===== config.mk =====
export PLATFORM = sky130hd
export DESIGN_NAME = snake_dir_ctrl
export DESIGN_NICKNAME = d
export VERILOG_FILES = /design/src/rtl/snake_dir_ctrl.sv
export SDC_FILE = /design/constraint.sdc
export NUM_CORES = 1
export LEC_CHECK = 0
export CORE_MARGIN = 2
export CORE_UTILIZATION = 49
export CTS_CLUSTER_SIZE = 30
export DETAILED_ROUTE_END_ITERATION = 6
export MAX_ROUTING_LAYER = met4
export PLACE_DENSITY = 0.65
export SLEW_MARGIN = 10
export SYNTH_ARGS = -nofsm -noshare
export SYNTH_HDL_FRONTEND = slang
export SYNTH_SLANG_ARGS = --single-unit

===== constraint.sdc =====
create_clock -name clk -period 6.2 [get_ports clk]
set_input_delay 1.24 -clock clk [delete_from_list [all_inputs] [get_ports clk]]
set_output_delay 1.24 -clock clk [all_outputs]
set_load 0.01 [all_outputs]

===== src/rtl/snake_dir_ctrl.sv =====
// snake_dir_ctrl
//   Direction-input front end for the Snake core. Each raw button is
//   synchronised (2 flops) and debounced; a debounced 0->1 transition becomes
//   a direction event. Events are filtered against the most recent direction
//   (queue tail, or the applied direction when the queue is empty) so that
//   repeats and reversals are rejected. Accepted events are queued, and one
//   queued direction is applied per game step.
//
// Ports
//   clk          system clock
//   reset        asynchronous active-low reset, clears all state
//   l, r, u, d   raw buttons (asynchronous, active-high)
//   step         one-cycle game-tick pulse, pops one queued direction
//   dir          applied direction (0 up, 1 right, 2 down, 3 left)
//   dir_changed  one-cycle pulse, dir was updated by the previous step
//   q_count      number of queued directions
//   drop         one-cycle pulse, a press event was discarded
module snake_dir_ctrl #(
   parameter int          DEBOUNCE_CYCLES = 500000,
   parameter int          QUEUE_DEPTH     = 4,
   parameter logic [1:0]  INIT_DIR        = 2'd1
) (
   input  logic                           clk,
   input  logic                           reset,
   input  logic                           l,
   input  logic                           r,
   input  logic                           u,
   input  logic                           d,
   input  logic                           step,
   output logic [1:0]                     dir,
   output logic                           dir_changed,
   output logic [$clog2(QUEUE_DEPTH):0]   q_count,
   output logic                           drop
);

   localparam int NUM_BTN = 4;
   localparam int DCW     = $clog2(DEBOUNCE_CYCLES + 1);
   localparam int PW      = $clog2(QUEUE_DEPTH);
   localparam int CW      = PW + 1;

   // Button lane order doubles as the priority order: u > d > l > r.
   localparam logic [NUM_BTN-1:0][1:0] LANE_DIR = {2'd1, 2'd3, 2'd2, 2'd0};

   logic [NUM_BTN-1:0]          raw;
   logic [NUM_BTN-1:0]          sync1, sync2, deb, press;
   logic [NUM_BTN-1:0][DCW-1:0] cnt;

   assign raw = {r, l, d, u};

   // ---------------- synchroniser + debounce, one lane per button ----------
   // The counter holds the number of consecutive differing samples already
   // seen; the sample that would bring it to DEBOUNCE_CYCLES flips the level
   // instead. press is a registered pulse on a debounced rising flip.
   always_ff @(posedge clk or negedge reset) begin
      if (!reset) begin
         sync1 <= '0;
         sync2 <= '0;
         deb   <= '0;
         press <= '0;
         cnt   <= '0;
      end else begin
         sync1 <= raw;
         sync2 <= sync1;
         for (int i = 0; i < NUM_BTN; i++) begin
            press[i] <= 1'b0;
            if (sync2[i] == deb[i]) begin
               cnt[i] <= '0;
            end else if (cnt[i] == DCW'(DEBOUNCE_CYCLES - 1)) begin
               cnt[i]   <= '0;
               deb[i]   <= sync2[i];
               press[i] <= sync2[i];
            end else begin
               cnt[i] <= cnt[i] + 1'b1;
            end
         end
      end
   end

   // ---------------- event selection and acceptance ------------------------
   logic          ev;
   logic [1:0]    ev_dir;
   logic [1:0]    fifo [QUEUE_DEPTH];
   logic [PW-1:0] wptr, rptr;
   logic [1:0]    ref_dir;
   logic          full, pop, push;

   always_comb begin
      ev     = 1'b0;
      ev_dir = 2'd0;
      // Walk from lowest to highest priority so the highest one wins.
      for (int i = NUM_BTN - 1; i >= 0; i--) begin
         if (press[i]) begin
            ev     = 1'b1;
            ev_dir = LANE_DIR[i];
         end
      end
   end

   // New events are compared to the last direction that will be in effect
   // before them: the queue tail if anything is queued, else dir.
   assign ref_dir = (q_count != '0) ? fifo[wptr - 1'b1] : dir;
   assign full    = (q_count == CW'(QUEUE_DEPTH));
   assign pop     = step && (q_count != '0);
   // A full queue still accepts when a pop frees a slot in the same cycle.
   assign push    = ev && (ev_dir != ref_dir) && (ev_dir != (ref_dir ^ 2'b10))
                    && (!full || pop);

   // Storage carries no reset; pointers and count define what is valid.
   always_ff @(posedge clk) begin
      if (push) fifo[wptr] <= ev_dir;
   end

   always_ff @(posedge clk or negedge reset) begin
      if (!reset) begin
         dir         <= INIT_DIR;
         dir_changed <= 1'b0;
         drop        <= 1'b0;
         q_count     <= '0;
         wptr        <= '0;
         rptr        <= '0;
      end else begin
         dir_changed <= pop;
         drop        <= ev && !push;
         if (pop) begin
            dir  <= fifo[rptr];
            rptr <= rptr + 1'b1;
         end
         if (push) wptr <= wptr + 1'b1;
         q_count <= q_count + CW'(push) - CW'(pop);
      end
   end

endmodule


# Word level (Yosys, flattened, before mapping)
# Memory sizes are Yosys's and may differ from the RTL's. A register that Yosys moved wholly into a read port is not among the register bits.
# Cells that the tools add are included.
[word_totals]
ramBits = 8
output_inout_bits = 7
input_bits = 7
ff_bits = 101
mem_count = 1
elab_cells = 83
[memory_table]
columns = ["name", "depth", "word_bits", "read_ports", "rd_clocked_by_memory_dff", "write_ports", "line", "text"]
rows = [
  ["fifo", 4, 2, 2, 1, 1, "82", "logic [1:0] fifo [QUEUE_DEPTH];"],
]
[classes]
add_sub_neg = 9
n_bitwise = 5
mux = 27
eq_ne = 11
reduce_logical = 14
[ops]
columns = ["cell", "count"]
rows = [
  ["$mux W19", 8],
  ["$add A19 B1 Y19 const B", 4],
  ["$eq A19 B19 Y1 const B", 4],
  ["$mux W1", 15],
  ["$mux W2", 4],
  ["$reduce_and A2 Y1", 4],
  ["$logic_and A1 B1 Y1", 5],
  ["$not A1 Y1", 5],
  ["$add A2 B1 Y2 const B", 2],
  ["$eq A1 B1 Y1", 4],
  ["$ne A2 B2 Y1", 2],
  ["$add A3 B1 Y3", 1],
  ["$eq A3 B3 Y1 const B", 1],
  ["$logic_not A1 Y1", 3],
  ["$reduce_bool A3 Y1", 1],
  ["$sub A3 B1 Y3", 1],
  ["$sub A2 B1 Y2 const B", 1],
  ["$logic_or A1 B1 Y1", 1],
]

# Depth between registers and ports, before layout
[logic_depth]
ltp_word = 10
depth_mapped = 13
mapped_depth_nobuf = 13

# Least setup slack after synthesis
# Ideal clock, no wire load.
[synth_path]
path_kind = "input -> register"
from = "in step"
to = "reg q_count[2]"
t_arrival_ns = 2.773
setup_slack_ns = 3.304
setup_ns = 0.123
path_buffers = 0
required_time_ns = 6.077
stages = 9
path_cell_list = "a211o_1 a21bo_1 inv_1 ha_1 inv_1 ha_1 fa_1 xnor2_1 xnor2_1"
[synth_between]
elab_chain_cells = 5
[synth_rtl]
columns = ["item", "line", "text"]
rows = [
  ["from (decl)", "29", "input logic step,"],
  ["$logic_and A1 B1 Y1 *", "103", "assign pop = step && (q_count != '0);"],
  ["$logic_or A1 B1 Y1", "106", "&& (!full || pop);"],
  ["$logic_and A1 B1 Y1", "106", ""],
  ["$add A3 B1 Y3", "129", "q_count <= q_count + CW'(push) - CW'(pop);"],
  ["$sub A3 B1 Y3 *", "129", ""],
  ["to (signal assigned)", "129", ""],
  ["to (decl)", "32", "output logic [$clog2(QUEUE_DEPTH):0] q_count,"],
]
# Every way passes the cells marked *; elsewhere a longest branch is shown, timed or not.
# A chain may end at the register's enable or synchronous reset.

# Worst setup path in the final report
[layout_path]
from = "reg wptr[0]"
to = "reg q_count[2]"
[layout_between]
elab_chain_cells = 9
word_cells_on_any_way = 11
classes_between = "add/sub (3); eq/ne (2); mux (1); bitwise (1); reduce/logical (3); memory (1)"
[layout_rtl]
columns = ["item", "line", "text"]
rows = [
  ["from (decl)", "83", "logic [PW-1:0] wptr, rptr;"],
  ["from (signal assigned)", "128", "if (push) wptr <= wptr + 1'b1;"],
  ["$sub A2 B1 Y2 *", "101", "assign ref_dir = (q_count != '0) ? fifo[wptr - 1'b1] : dir;"],
  ["$mem_v2 Z4 W2 *", "n/a", ""],
  ["$mux W2 *", "101", ""],
  ["$ne A2 B2 Y1 or $not A1 Y1 (tied branches)", "n/a", ""],
  ["$logic_and A1 B1 Y1 or $ne A2 B2 Y1 (tied branches)", "105", "assign push = ev && (ev_dir != ref_dir) && (ev_dir != (ref_dir ^ 2'b10))"],
  ["$logic_and A1 B1 Y1 *", "105", ""],
  ["$logic_and A1 B1 Y1 *", "106", ""],
  ["$add A3 B1 Y3 *", "129", ""],
  ["$sub A3 B1 Y3 *", "129", ""],
]
# Marked as above.

==> metrics.md <==
| Metric | Value |
|---|---|
| Worst skew pair latency | `0.37 ns` |
| Routed len/inst | `13.3 um` |
| Slack of the critical path | `3.00 ns` |
| Die outline area | `0.0112 mm^2` |
| Proportion of synthesized chip area in sequential cells | `0.557` |
| Outcome | `finished clean` |
| Library cell used as clock root buffer | `clkbuf_8` |
| Main combinational cell family by area after synthesis | `simple AND/OR/NAND/NOR gates` |
| Startpoint kind of the worst setup timing path | `register` |
| Max FO, Critical Path | `8` |
| Maximum number of pins on one net before global-route repair | `63` |
| Net total in the final layout | `499` |
| Core Util, Final | `0.544` |
| Endpoint type of the worst setup path | `register` |
| Area share of fa/ha/maj cells after synthesis | `0.0287` |
| Total number of placement rows | `37` |
| Power density cells | `268 mW/mm^2` |
| Via count of the first global-routing pass | `3,199` |
| Shortest clock period the worst path allows after layout | `3.20 ns` |
| Number of distinct library cells after synthesis | `42` |
| Clock-pin slew on the worst setup and hold paths | `0.10 ns` |
| Multi-input gate area in the final layout | `around 0.0022 mm^2` |
| Number of instances in the synthesized netlist | `460` |
| Post-place instance area | `0.00534 mm^2` |
| First-iteration detailed-routing DRC count | `about 130` |
| Synthesized flop and latch total | `111` |
| Tcrit/Tclk final | `0.516` |
| Maximum root-to-sink buffer count | `2` |
| Hold Vio Cnt, Final | `0` |
| Largest voltage drop on the vdd net | `167 uV` |
| Worst clock skew | `0.00594 ns` |
| Max-Cap Viols | `0` |
| Type of the worst setup path | `reg -> reg` |
| Path type of the worst min-delay path | `reg -> reg` |
| Total Wirelength | `between 8 and 9 mm` |
| Mapped Avg Cell Area | `11.0 um^2` |
| Gr usage total | `0.169` |
| Post-detailed-route count of antenna-violating nets | `0` |
| Number of buffers created by CTS | `9` |
| Multiplexer share of the synthesized area | `0.0274` |
| Top cells by area in the synthesized netlist | `dfrtp_1 (50%), xor2_1 (7.3%), nor2_1 (6.6%)` |
| Post-synthesis simple-gate area fraction | `0.223` |
| Port Buf Inserts | `13` |
| Final Slew Violations | `0` |
| Total via count after detailed routing | `3,231` |
| Library cell occupying the most area in the post-synthesis netlist | `dfrtp_1` |
| Per-cell via count in the routed design | `around 5.2` |
| Worst Max-Slew Pin Slew | `roughly 0.77 ns` |
| Final number of setup-violating endpoints | `0` |
| Total global routing overflow | `0` |
| Post-CTS resize count | `0` |
| Total of warnings raised by yosys | `0` |
| Wire length of the first global-routing pass | `14.8 mm` |
| Residual DRC | `0` |
| Clk sinks | `111` |
| CTS H-tree depth | `3` |
| Post-place setup slack | `between 2 and 3 ns` |
| Met2 track demand over resource | `0.253` |
| Width of the die | `106 um` |
| Fraction of layout cells with a size suffix above 1 | `0.0761` |
| Headroom to the max-slew limit | `0.489` |
| Xor and xnor area share after synthesis | `0.130` |
| Static Leak | `2.39 nW` |
| Grt met3 use | `0.0575` |
| Post-CTS setup buffers | `0` |
| Final-layout fill cell count | `roughly 900` |
| Final weighted congestion in routability-driven placement | `0.803` |
| Net count after synthesis | `478` |
| Area share of the largest cell type after synthesis | `0.504` |
| Worst hold slack after final layout | `0.355 ns` |
| I/O pin count | `14` |
| TritonCTS clock tree | `built` |
| Number of antenna violations at the first check in global routing | `0` |
| Hold-fix buffers at CTS | `0` |
| WP data arrival | `approximately 3.5 ns` |
| Total Negative Setup Slacks | `0 ns` |
| DIE HEIGHT | `106 um` |
| Starting density of the core | `0.497` |
| TritonRoute pass-1 iters | `4` |
| Placeable core region | `0.0102 mm^2` |
| Synthesized cell area | `0.00506 mm^2` |
| Final HPWL DP | `around 5.6 mm` |
| Sequential cell area in the final layout | `0.00282 mm^2` |
| Total non-filler cell area in the finished layout | `0.00554 mm^2` |
| Area delta synth->final | `9.52%` |
| GR peak layer | `met2` |
| Data required time of the worst path | `6.49 ns` |
| Number of antenna cells inserted | `0` |
| Peak clock frequency supported by timing | `0.313 GHz` |
| Setup repair after global routing missed its margin | `no` |
| Met1 Resource Use GR | `0.221` |
| Compound-cell area share of the yosys netlist | `0.0178` |
==> sequential cells by signal, indices dropped and copies added (netlist names) <==
register and count:
cnt 76, fifo 8, deb 4, press 4, sync1 4, sync2 4
q_count 3, dir 2, rptr 2, wptr 2, dir_changed 1, drop 1
==> worst max-delay path, stage by stage, from the launching register on <==
cell and delay (ns):
dfrtp_1 0.44, inv_1 0.12, ha_1 0.35, mux4_2 0.31
o21ai_0 0.29, a21bo_1 0.29, inv_1 0.08, ha_1 0.28
inv_1 0.04, ha_1 0.18, fa_1 0.38, xnor2_1 0.22
xnor2_1 0.15
==> cells in the final DEF, fill, tap and decap left out, types with 3 or more instances in the layout <==
| cell | instances |
|---|---|
| nor4_1 | 8 |
| xnor2_1 | 33 |
| o21ai_0 | 6 |
| edfxtp_1 | 8 |
| xor2_1 | 42 |
| nand2_4 | 3 |
| and4_1 | 3 |
| and2_1 | 6 |
| nand4_1 | 21 |
| mux4_2 | 3 |
| ha_1 | 10 |
| nor3b_1 | 5 |
| dfrtp_1 | 102 |
| nand2_1 | 26 |
| nand3_1 | 29 |
| nor3_1 | 7 |
| nor2_1 | 89 |
| and3_1 | 11 |
| a21oi_1 | 3 |
| inv_1 | 13 |
| mux2_2 | 5 |
| clkbuf_8 | 12 |
| clkdlybuf4s50_1 | 12 |
==> power by group <==
group	internal (mW)	switching, mW
clock	0.219	0.232
sequential	0.777	0.0458
combinational	0.111	0.101
==> cells in the mapped netlist, drive strengths merged <==
| master | n |
|---|---|
| mux4 | 3 |
| o31a | 1 |
| nor3b | 5 |
| or4 | 4 |
| and2 | 6 |
| nor4 | 8 |
| ha | 10 |
| nor4b | 1 |
| mux2 | 6 |
| nand2 | 29 |
| xor2 | 42 |
| nand4 | 21 |
| and3 | 12 |
| a2111oi | 1 |
| a21bo | 1 |
| edfxtp | 8 |
| and4bb | 1 |
| dfrtp | 102 |
| o21ai | 6 |
| buf | 4 |
| nor4bb | 2 |
| fa | 1 |
| a21oi | 3 |
| inv | 13 |
| nand3b | 1 |
| xnor2 | 33 |
| and4 | 5 |
| nor2 | 89 |
| dfstp | 1 |
| or3 | 2 |
| o221ai | 1 |
| or2 | 1 |
| nand3 | 29 |
| a211o | 1 |
| nor3 | 7 |
==> layout make-up <==
cell class	count	share of cell area
clock inverters	3	0.00722
flip-flops and latches	111	0.508
clock buffers	13	0.0305
inverters	13	0.00880
multi-input cells	332	0.390
well taps	136	0.0307
repair buffers	14	0.0244
==> cells by family after synthesis <==
kind of cell | after synthesis
AOI/OAI and AO/OA | 14
xor gates and xnor gates | 75
adders and majority gates | 11
buffers and inverters | 17
DFF | 111
muxes | 9
and+or+nand+nor | 223
==> per-layer routing <==
layer  routed length, um  part of all wire  up-vias
met5                   0                 0        -
met4                 112             0.014        0
met3                 297             0.036        7
met2                3710              0.45       38
met1                4170              0.50     1578
li1                    -                 -     1608
==> per-stage QoR <==
step / std cells / power (mW)
final: 622 / 1.49
after global routing: 622 / 1.57
after CTS: 622 / 1.51
after detailed placement: 606 / 1.05
after global placement: 606 / 1.04
after floorplan: 460 / 0.961
==> worst paths after layout <==
path                          start         end  slack [ns]  cells past startpoint
setup reg to reg            wptr[0]  q_count[2]        3.00                     12
hold / removal             sync1[1]    sync2[1]        0.36                      0
max in group asynchronous     reset     cnt[74]        4.21                      2
min in group asynchronous     reset     cnt[26]        0.83                      1
hold reg to reg            sync1[1]    sync2[1]        0.36                      0
setup / recovery            wptr[0]  q_count[2]        3.00                     12
Note: power is estimated with default switching activity, not from simulation.
